==> config.mk <==
export PLATFORM = sky130hd
export DESIGN_NAME = rv_multicycle_ctrl
export DESIGN_NICKNAME = d
export VERILOG_FILES = /design/src/rtl/rv_multicycle_ctrl.sv
export SDC_FILE = /design/constraint.sdc
export NUM_CORES = 1
export LEC_CHECK = 0
export ABC_AREA = 0
export BUFFER_PORTS_ARGS = -buffer_cell sky130_fd_sc_hd__buf_2
export CAP_MARGIN = 25
export CORE_MARGIN = 3
export CORE_UTILIZATION = 53
export DETAILED_ROUTE_END_ITERATION = 6
export MAX_ROUTING_LAYER = met4
export PLACE_DENSITY = 0.86
export SLEW_MARGIN = 0
export SYNTH_ARGS = -nofsm -noshare
export SYNTH_HDL_FRONTEND = slang
export SYNTH_SLANG_ARGS = --single-unit
==> constraint.sdc <==
create_clock -name clk -period 6.82 [get_ports clk]
set_clock_uncertainty 0.1 [all_clocks]
set_input_delay 0.341 -clock clk [delete_from_list [all_inputs] [get_ports clk]]
set_output_delay 0.341 -clock clk [all_outputs]
set_load 0.05 [all_outputs]
==> src/rtl/rv_multicycle_ctrl.sv <==
// rv_multicycle_ctrl: multicycle RV32I control unit.
// A Moore FSM sequences the shared-memory datapath (PC, OldPC, IR, A/B,
// ALUOut, MDR). It handles the memory-ready handshake with a wait timeout,
// illegal-instruction trapping, and a one-cycle retire pulse.
module rv_multicycle_ctrl #(
    parameter int ALU_CTRL_W      = 4,
    parameter int MEM_TIMEOUT     = 64,
    parameter bit TRAP_ON_ILLEGAL = 1'b1
) (
    input  logic                  clk,
    input  logic                  reset,
    input  logic [31:0]           instr,
    input  logic                  zero,
    input  logic                  lt,
    input  logic                  ltu,
    input  logic                  mem_ready,
    output logic                  mem_req,
    output logic                  mem_write,
    output logic                  adr_src,
    output logic                  ir_write,
    output logic                  pc_write,
    output logic                  reg_write,
    output logic [1:0]            result_src,
    output logic [1:0]            alu_src_a,
    output logic [1:0]            alu_src_b,
    output logic [ALU_CTRL_W-1:0] alu_control,
    output logic [2:0]            imm_src,
    output logic                  instr_done,
    output logic                  illegal_instr,
    output logic                  mem_timeout
);
    localparam logic [6:0] OP_LOAD   = 7'b0000011;
    localparam logic [6:0] OP_STORE  = 7'b0100011;
    localparam logic [6:0] OP_R      = 7'b0110011;
    localparam logic [6:0] OP_I      = 7'b0010011;
    localparam logic [6:0] OP_BRANCH = 7'b1100011;
    localparam logic [6:0] OP_JAL    = 7'b1101111;
    localparam logic [6:0] OP_JALR   = 7'b1100111;
    localparam logic [6:0] OP_LUI    = 7'b0110111;
    localparam logic [6:0] OP_AUIPC  = 7'b0010111;

    localparam logic [3:0] ALU_ADD  = 4'd0;
    localparam logic [3:0] ALU_SUB  = 4'd1;
    localparam logic [3:0] ALU_AND  = 4'd2;
    localparam logic [3:0] ALU_OR   = 4'd3;
    localparam logic [3:0] ALU_XOR  = 4'd4;
    localparam logic [3:0] ALU_SLT  = 4'd5;
    localparam logic [3:0] ALU_SLTU = 4'd6;
    localparam logic [3:0] ALU_SLL  = 4'd7;
    localparam logic [3:0] ALU_SRL  = 4'd8;
    localparam logic [3:0] ALU_SRA  = 4'd9;

    localparam int               CNT_W     = (MEM_TIMEOUT < 2) ? 1 : $clog2(MEM_TIMEOUT + 1);
    localparam logic [CNT_W-1:0] CNT_LIMIT = CNT_W'(MEM_TIMEOUT);

    typedef enum logic [3:0] {
        S_FETCH, S_DECODE, S_MEM_ADR, S_MEM_READ, S_MEM_WB, S_MEM_WRITE,
        S_EXEC_R, S_EXEC_I, S_ALU_WB, S_BRANCH, S_JAL, S_JALR,
        S_JALR_JUMP, S_LUI, S_AUIPC, S_TRAP
    } state_t;

    state_t           state;
    state_t           state_next;
    logic [CNT_W-1:0] wait_cnt;
    logic [3:0]       alu_sel;
    logic             illegal;
    logic             taken;
    logic             waiting;
    logic             timed_out;
    logic [6:0]       opcode;
    logic [2:0]       funct3;
    logic             funct7_5;
    logic             unused_instr_bits;

    assign opcode            = instr[6:0];
    assign funct3            = instr[14:12];
    assign funct7_5          = instr[30];
    assign unused_instr_bits = ^{instr[31], instr[29:15], instr[11:7]};
    assign alu_control       = ALU_CTRL_W'(alu_sel);

    // Shared R/I operation table; funct7[5] selects SUB/SRA (callers mask it for OP-IMM ADD).
    function automatic logic [3:0] alu_op(input logic [2:0] f3, input logic alt);
        case (f3)
            3'b000:  alu_op = alt ? ALU_SUB : ALU_ADD;
            3'b001:  alu_op = ALU_SLL;
            3'b010:  alu_op = ALU_SLT;
            3'b011:  alu_op = ALU_SLTU;
            3'b100:  alu_op = ALU_XOR;
            3'b101:  alu_op = alt ? ALU_SRA : ALU_SRL;
            3'b110:  alu_op = ALU_OR;
            default: alu_op = ALU_AND;
        endcase
    endfunction

    // A memory-access state stalls while mem_ready is low. The access times out
    // once the counter already holds MEM_TIMEOUT and memory is still not ready,
    // so a ready arriving in the limit cycle completes normally.
    assign waiting   = (state == S_FETCH || state == S_MEM_READ || state == S_MEM_WRITE) && !mem_ready;
    assign timed_out = (MEM_TIMEOUT > 0) && waiting && (wait_cnt == CNT_LIMIT);

    // Opcode legality check plus branch-taken evaluation from the ALU flags.
    always_comb begin
        illegal = 1'b0;
        taken   = 1'b0;
        case (opcode)
            OP_LOAD, OP_STORE, OP_R, OP_I, OP_JAL, OP_JALR, OP_LUI, OP_AUIPC: illegal = 1'b0;
            OP_BRANCH: illegal = (funct3[2:1] == 2'b01);
            default:   illegal = 1'b1;
        endcase
        case (funct3)
            3'b000:  taken = zero;
            3'b001:  taken = !zero;
            3'b100:  taken = lt;
            3'b101:  taken = !lt;
            3'b110:  taken = ltu;
            3'b111:  taken = !ltu;
            default: taken = 1'b0;
        endcase
    end

    // State register.
    always_ff @(posedge clk or negedge reset) begin
        if (!reset) state <= S_FETCH;
        else        state <= state_next;
    end

    // Wait counter restarts on every state change and counts stalled cycles; sticky flags.
    always_ff @(posedge clk or negedge reset) begin
        if (!reset) begin
            wait_cnt      <= '0;
            illegal_instr <= 1'b0;
            mem_timeout   <= 1'b0;
        end else begin
            if (state_next != state)             wait_cnt <= '0;
            else if (waiting && wait_cnt != '1)  wait_cnt <= wait_cnt + 1'b1;
            if (state == S_DECODE && illegal && TRAP_ON_ILLEGAL) illegal_instr <= 1'b1;
            if (timed_out)                                       mem_timeout   <= 1'b1;
        end
    end

    // Next-state logic.
    always_comb begin
        state_next = state;
        case (state)
            S_FETCH:     if (timed_out) state_next = S_TRAP; else if (mem_ready) state_next = S_DECODE;
            S_DECODE: begin
                if (illegal) state_next = TRAP_ON_ILLEGAL ? S_TRAP : S_FETCH;
                else begin
                    case (opcode)
                        OP_LOAD, OP_STORE: state_next = S_MEM_ADR;
                        OP_R:              state_next = S_EXEC_R;
                        OP_I:              state_next = S_EXEC_I;
                        OP_BRANCH:         state_next = S_BRANCH;
                        OP_JAL:            state_next = S_JAL;
                        OP_JALR:           state_next = S_JALR;
                        OP_LUI:            state_next = S_LUI;
                        OP_AUIPC:          state_next = S_AUIPC;
                        default:           state_next = S_FETCH;
                    endcase
                end
            end
            S_MEM_ADR:   state_next = (opcode == OP_STORE) ? S_MEM_WRITE : S_MEM_READ;
            S_MEM_READ:  if (timed_out) state_next = S_TRAP; else if (mem_ready) state_next = S_MEM_WB;
            S_MEM_WRITE: if (timed_out) state_next = S_TRAP; else if (mem_ready) state_next = S_FETCH;
            S_MEM_WB, S_ALU_WB, S_BRANCH: state_next = S_FETCH;
            S_EXEC_R, S_EXEC_I, S_LUI, S_AUIPC, S_JAL, S_JALR_JUMP: state_next = S_ALU_WB;
            S_JALR:      state_next = S_JALR_JUMP;
            S_TRAP:      state_next = S_TRAP;
            default:     state_next = S_FETCH;
        endcase
    end

    // Immediate format follows the opcode every cycle.
    always_comb begin
        case (opcode)
            OP_STORE:         imm_src = 3'b001;
            OP_BRANCH:        imm_src = 3'b010;
            OP_JAL:           imm_src = 3'b011;
            OP_LUI, OP_AUIPC: imm_src = 3'b100;
            default:          imm_src = 3'b000;
        endcase
    end

    // Per-state outputs; everything stays low while reset is held.
    always_comb begin
        mem_req    = 1'b0;
        mem_write  = 1'b0;
        adr_src    = 1'b0;
        ir_write   = 1'b0;
        pc_write   = 1'b0;
        reg_write  = 1'b0;
        instr_done = 1'b0;
        result_src = 2'b00;
        alu_src_a  = 2'b00;
        alu_src_b  = 2'b00;
        alu_sel    = ALU_ADD;
        if (reset) begin
            case (state)
                S_FETCH: begin
                    mem_req = 1'b1; alu_src_b = 2'b10; result_src = 2'b10;
                    ir_write = mem_ready; pc_write = mem_ready;
                end
                S_DECODE: begin
                    alu_src_a = 2'b01; alu_src_b = 2'b01;
                    instr_done = illegal && !TRAP_ON_ILLEGAL;
                end
                S_MEM_ADR, S_JALR: begin alu_src_a = 2'b10; alu_src_b = 2'b01; end
                S_MEM_READ:  begin mem_req = 1'b1; adr_src = 1'b1; end
                S_MEM_WB:    begin result_src = 2'b01; reg_write = 1'b1; instr_done = 1'b1; end
                S_MEM_WRITE: begin
                    mem_req = 1'b1; mem_write = 1'b1; adr_src = 1'b1; instr_done = mem_ready;
                end
                S_EXEC_R:    begin alu_src_a = 2'b10; alu_sel = alu_op(funct3, funct7_5); end
                S_EXEC_I: begin
                    alu_src_a = 2'b10; alu_src_b = 2'b01;
                    alu_sel   = alu_op(funct3, funct7_5 && (funct3 == 3'b101));
                end
                S_ALU_WB:    begin reg_write = 1'b1; instr_done = 1'b1; end
                S_BRANCH: begin
                    alu_src_a = 2'b10; alu_sel = ALU_SUB; instr_done = 1'b1; pc_write = taken;
                end
                S_JAL, S_JALR_JUMP: begin alu_src_a = 2'b01; alu_src_b = 2'b10; pc_write = 1'b1; end
                S_LUI:       begin alu_src_a = 2'b11; alu_src_b = 2'b01; end
                S_AUIPC:     begin alu_src_a = 2'b01; alu_src_b = 2'b01; end
                default: ;
            endcase
        end
    end
endmodule

==> results.sh <==
export IMPL_ctsResizeCount=0
export IMPL_cts_made_buffers=3
export IMPL_syn_instance_count=202
export IMPL_yosysSeqAreaShare=0.213
export IMPL_cp_start_kind="flip-flop"
export IMPL_cts_reportedPaths_clkPinSlew_ns=0.07
export IMPL_routed_wl_um=3390
export IMPL_synth_main_ff_cell="dfrtp_1"
export IMPL_powerDensity_nw_per_um2=378
export IMPL_drive_gt1_frac=0.250
export IMPL_p_leak_uw=0.000757
export IMPL_yosys_cell_types_count=61
export IMPL_cts_max_level=1
export IMPL_maxCapViolations=0
export IMPL_drtPass1Iterations=5
export IMPL_synth_area_leader_cell="dfrtp_1"
export IMPL_slew_headroom=0.478
export IMPL_postSynthAreaPerCell_um2=7.56
export IMPL_hold_viol=0
export IMPL_drt_iter0_drc=117
export IMPL_viasPerCell=5.92
export IMPL_coreArea_um2=2610
export IMPL_core_rowCount=18
export IMPL_synthesis_area_um2=1530
export IMPL_dp_hpwl_um=2500
export IMPL_fp_dieH_um=59.7
export IMPL_total_power_uw=640
export IMPL_post_route_util=0.649
export IMPL_grt_pass1_wl_um=5830
export IMPL_root_buffer="clkbuf_4"
export IMPL_area_growth_pct=11.1
export IMPL_clk_latency_ns=0.27
export IMPL_hp_class="flip-flop to flip-flop"
export IMPL_cts_tree="yes"
export IMPL_antenna_found_initial=0
export IMPL_clockBufferDepth=2
export IMPL_synth_seq_cells=13
export IMPL_place_congestion=0.864
export IMPL_globalRoute_totalOverflow=0
export IMPL_fin_area_um2=1700
export IMPL_fillCellCount=233
export IMPL_final_nets=269
export IMPL_initial_core_util=0.584
export IMPL_netlist_top_cells_count="nand2_1 (22), nor2_1 (20), dfrtp_1 (13), nor3_1 (13), a21oi_1 (11)"
export IMPL_synth_edf_count=0
export IMPL_yosysWarnings=0
export IMPL_crit_fanout=17
export IMPL_worst_pin_slew_ns=0.783
export IMPL_clock_sinks=13
export IMPL_ys_top_cells_by_area="dfrtp_1 (21%), nand2_1 (5.4%), nor2_1 (4.9%)"
export IMPL_crit_type="flip-flop to output pin"
export IMPL_vias=1528
export IMPL_worstPathArrival_ns=2.60
export IMPL_yosysTopAreaCellShare=0.213
export IMPL_wire_per_inst_um=13.1
export IMPL_async_reset_ff_frac=1.00
export IMPL_fin_crit_sh=0.447
export IMPL_first_global_vias=1279
export IMPL_outcome="finished, final reports clean"
export IMPL_grt_max_degree=28
export IMPL_drv_slew=0
export IMPL_fmax_ghz=0.328
export IMPL_drtAntennaViolNets=0
export IMPL_dp_cells=253
export IMPL_postPlaceCellArea_um2=1660
export IMPL_boundaryPins=60
export IMPL_crit_required_ns=6.38
export IMPL_diodes=0
export IMPL_yosysMostFrequentCell="nand2_1"
export IMPL_syn_nets=242
export IMPL_instances_no_fill=258
export IMPL_peakVddDrop_v=0.000262
export IMPL_layout_min_cycle_time_ns=3.05
export IMPL_port_buffer_count=38
export IMPL_critPathCaptureType="output pin"
export IMPL_drc=0
export IMPL_dieArea_um2=3560
export IMPL_groute_usage_overall=0.215
export IMPL_setup_viol=0
export IMPL_die_x_um=59.7
export IMPL_tns_ns=0
export IMPL_rsz0062_at_grt="false"
==> layer usage <==
metal	vias up	track usage	share of wire
met1	704	0.306	0.46
met4	0	0.0570	0.012
met5	-	-	0
met2	49	0.318	0.46
li1	771	-	-
met3	4	0.0324	0.066
==> final cells by class <==
type	count	area (um^2)	area share
multi-input cells	166	1080	0.639
flip-flops and latches	13	325	0.192
repair buffers	39	200	0.118
well taps	30	37.5	0.0221
clock buffers	4	26.3	0.0155
inverters	6	22.5	0.0133
==> worst paths after layout <==
kind / start / to / slack, ns / depth (start not counted)
max reg2reg: state[0]$_DFF_PN0_ / wait_cnt[4]$_DFFE_PN0P_ / 4.06 / 7
min in group asynchronous: reset / wait_cnt[3]$_DFFE_PN0P_ / 0.44 / 2
min reg2reg: mem_timeout$_DFFE_PN0N_ / mem_timeout$_DFFE_PN0N_ / 0.36 / 1
max: state[2]$_DFF_PN0_ / alu_control[0] / 3.77 / 8
max in group asynchronous: reset / state[3]$_DFF_PN0_ / 5.87 / 2
min: mem_timeout$_DFFE_PN0N_ / mem_timeout$_DFFE_PN0N_ / 0.36 / 1
==> sequential cells by signal (all words and copies together) (netlist names) <==
name	count
wait_cnt	7
state	4
illegal_instr	1
mem_timeout	1
==> stage by stage <==
step | hold slack [ns] | worst slack [ns]
floorplan | -0.0546 | 3.81
global placement | 0.210 | 4.08
detailed placement | 0.207 | 4.05
CTS | 0.367 | 3.79
global route | 0.405 | 3.53
finish | 0.357 | 3.77
==> critical path: stages, from the launching register on <==
cell       delay (ns)
dfrtp_1          0.74
inv_1            0.23
nor2_1           0.26
a31oi_1          0.12
nor2_1           0.09
a211oi_1         0.05
a2111oi_0        0.39
o21a_1           0.19
buf_2            0.25
==> report_power, final <==
part           internal, uW  switching [uW]
combinational           156             283
sequential             88.9            67.6
clock                  22.7            22.7
total                   267             373
==> layout by cell type (no fill, tap or decap), types with 2 or more instances in the layout <==
master and n:
dfrtp_1 13, o31ai_4 2, nand2b_1 7, ha_1 2
or3_2 2, nor2b_1 4, nor3_2 2, xor2_1 8
a31oi_1 4, nor2_1 20, a22oi_1 2, o21ai_1 2
o22ai_1 2, clkbuf_4 3, o21a_1 2, inv_1 5
o21ai_0 3, and2_1 5, a211oi_1 3, nor3_1 13
xnor2_1 5, nand4_1 4, nand3_1 3, and3_1 4
nand2_1 22, buf_2 38, a21oi_1 11, o211a_1 2
or3_1 2, nor3b_1 4
==> what timing repair did <==
| action | CTS | global route |
|---|---|---|
| setup endpoints to repair | 0 | 0 |
| hold endpoints to repair | 13 | 0 |
| setup buffers | 0 | 0 |
| hold buffers | 1 | 0 |
==> kinds of logic after synthesis <==
family / Yosys count / synth area share
simple gates: 104 / 0.380
compound gates: 46 / 0.232
buf+inv: 23 / 0.0770
xor+xnor: 13 / 0.0746
flops: 13 / 0.213
fa+ha+maj: 2 / 0.0164
mux: 1 / 0.00656
Note: power is estimated with default switching activity, not from simulation.
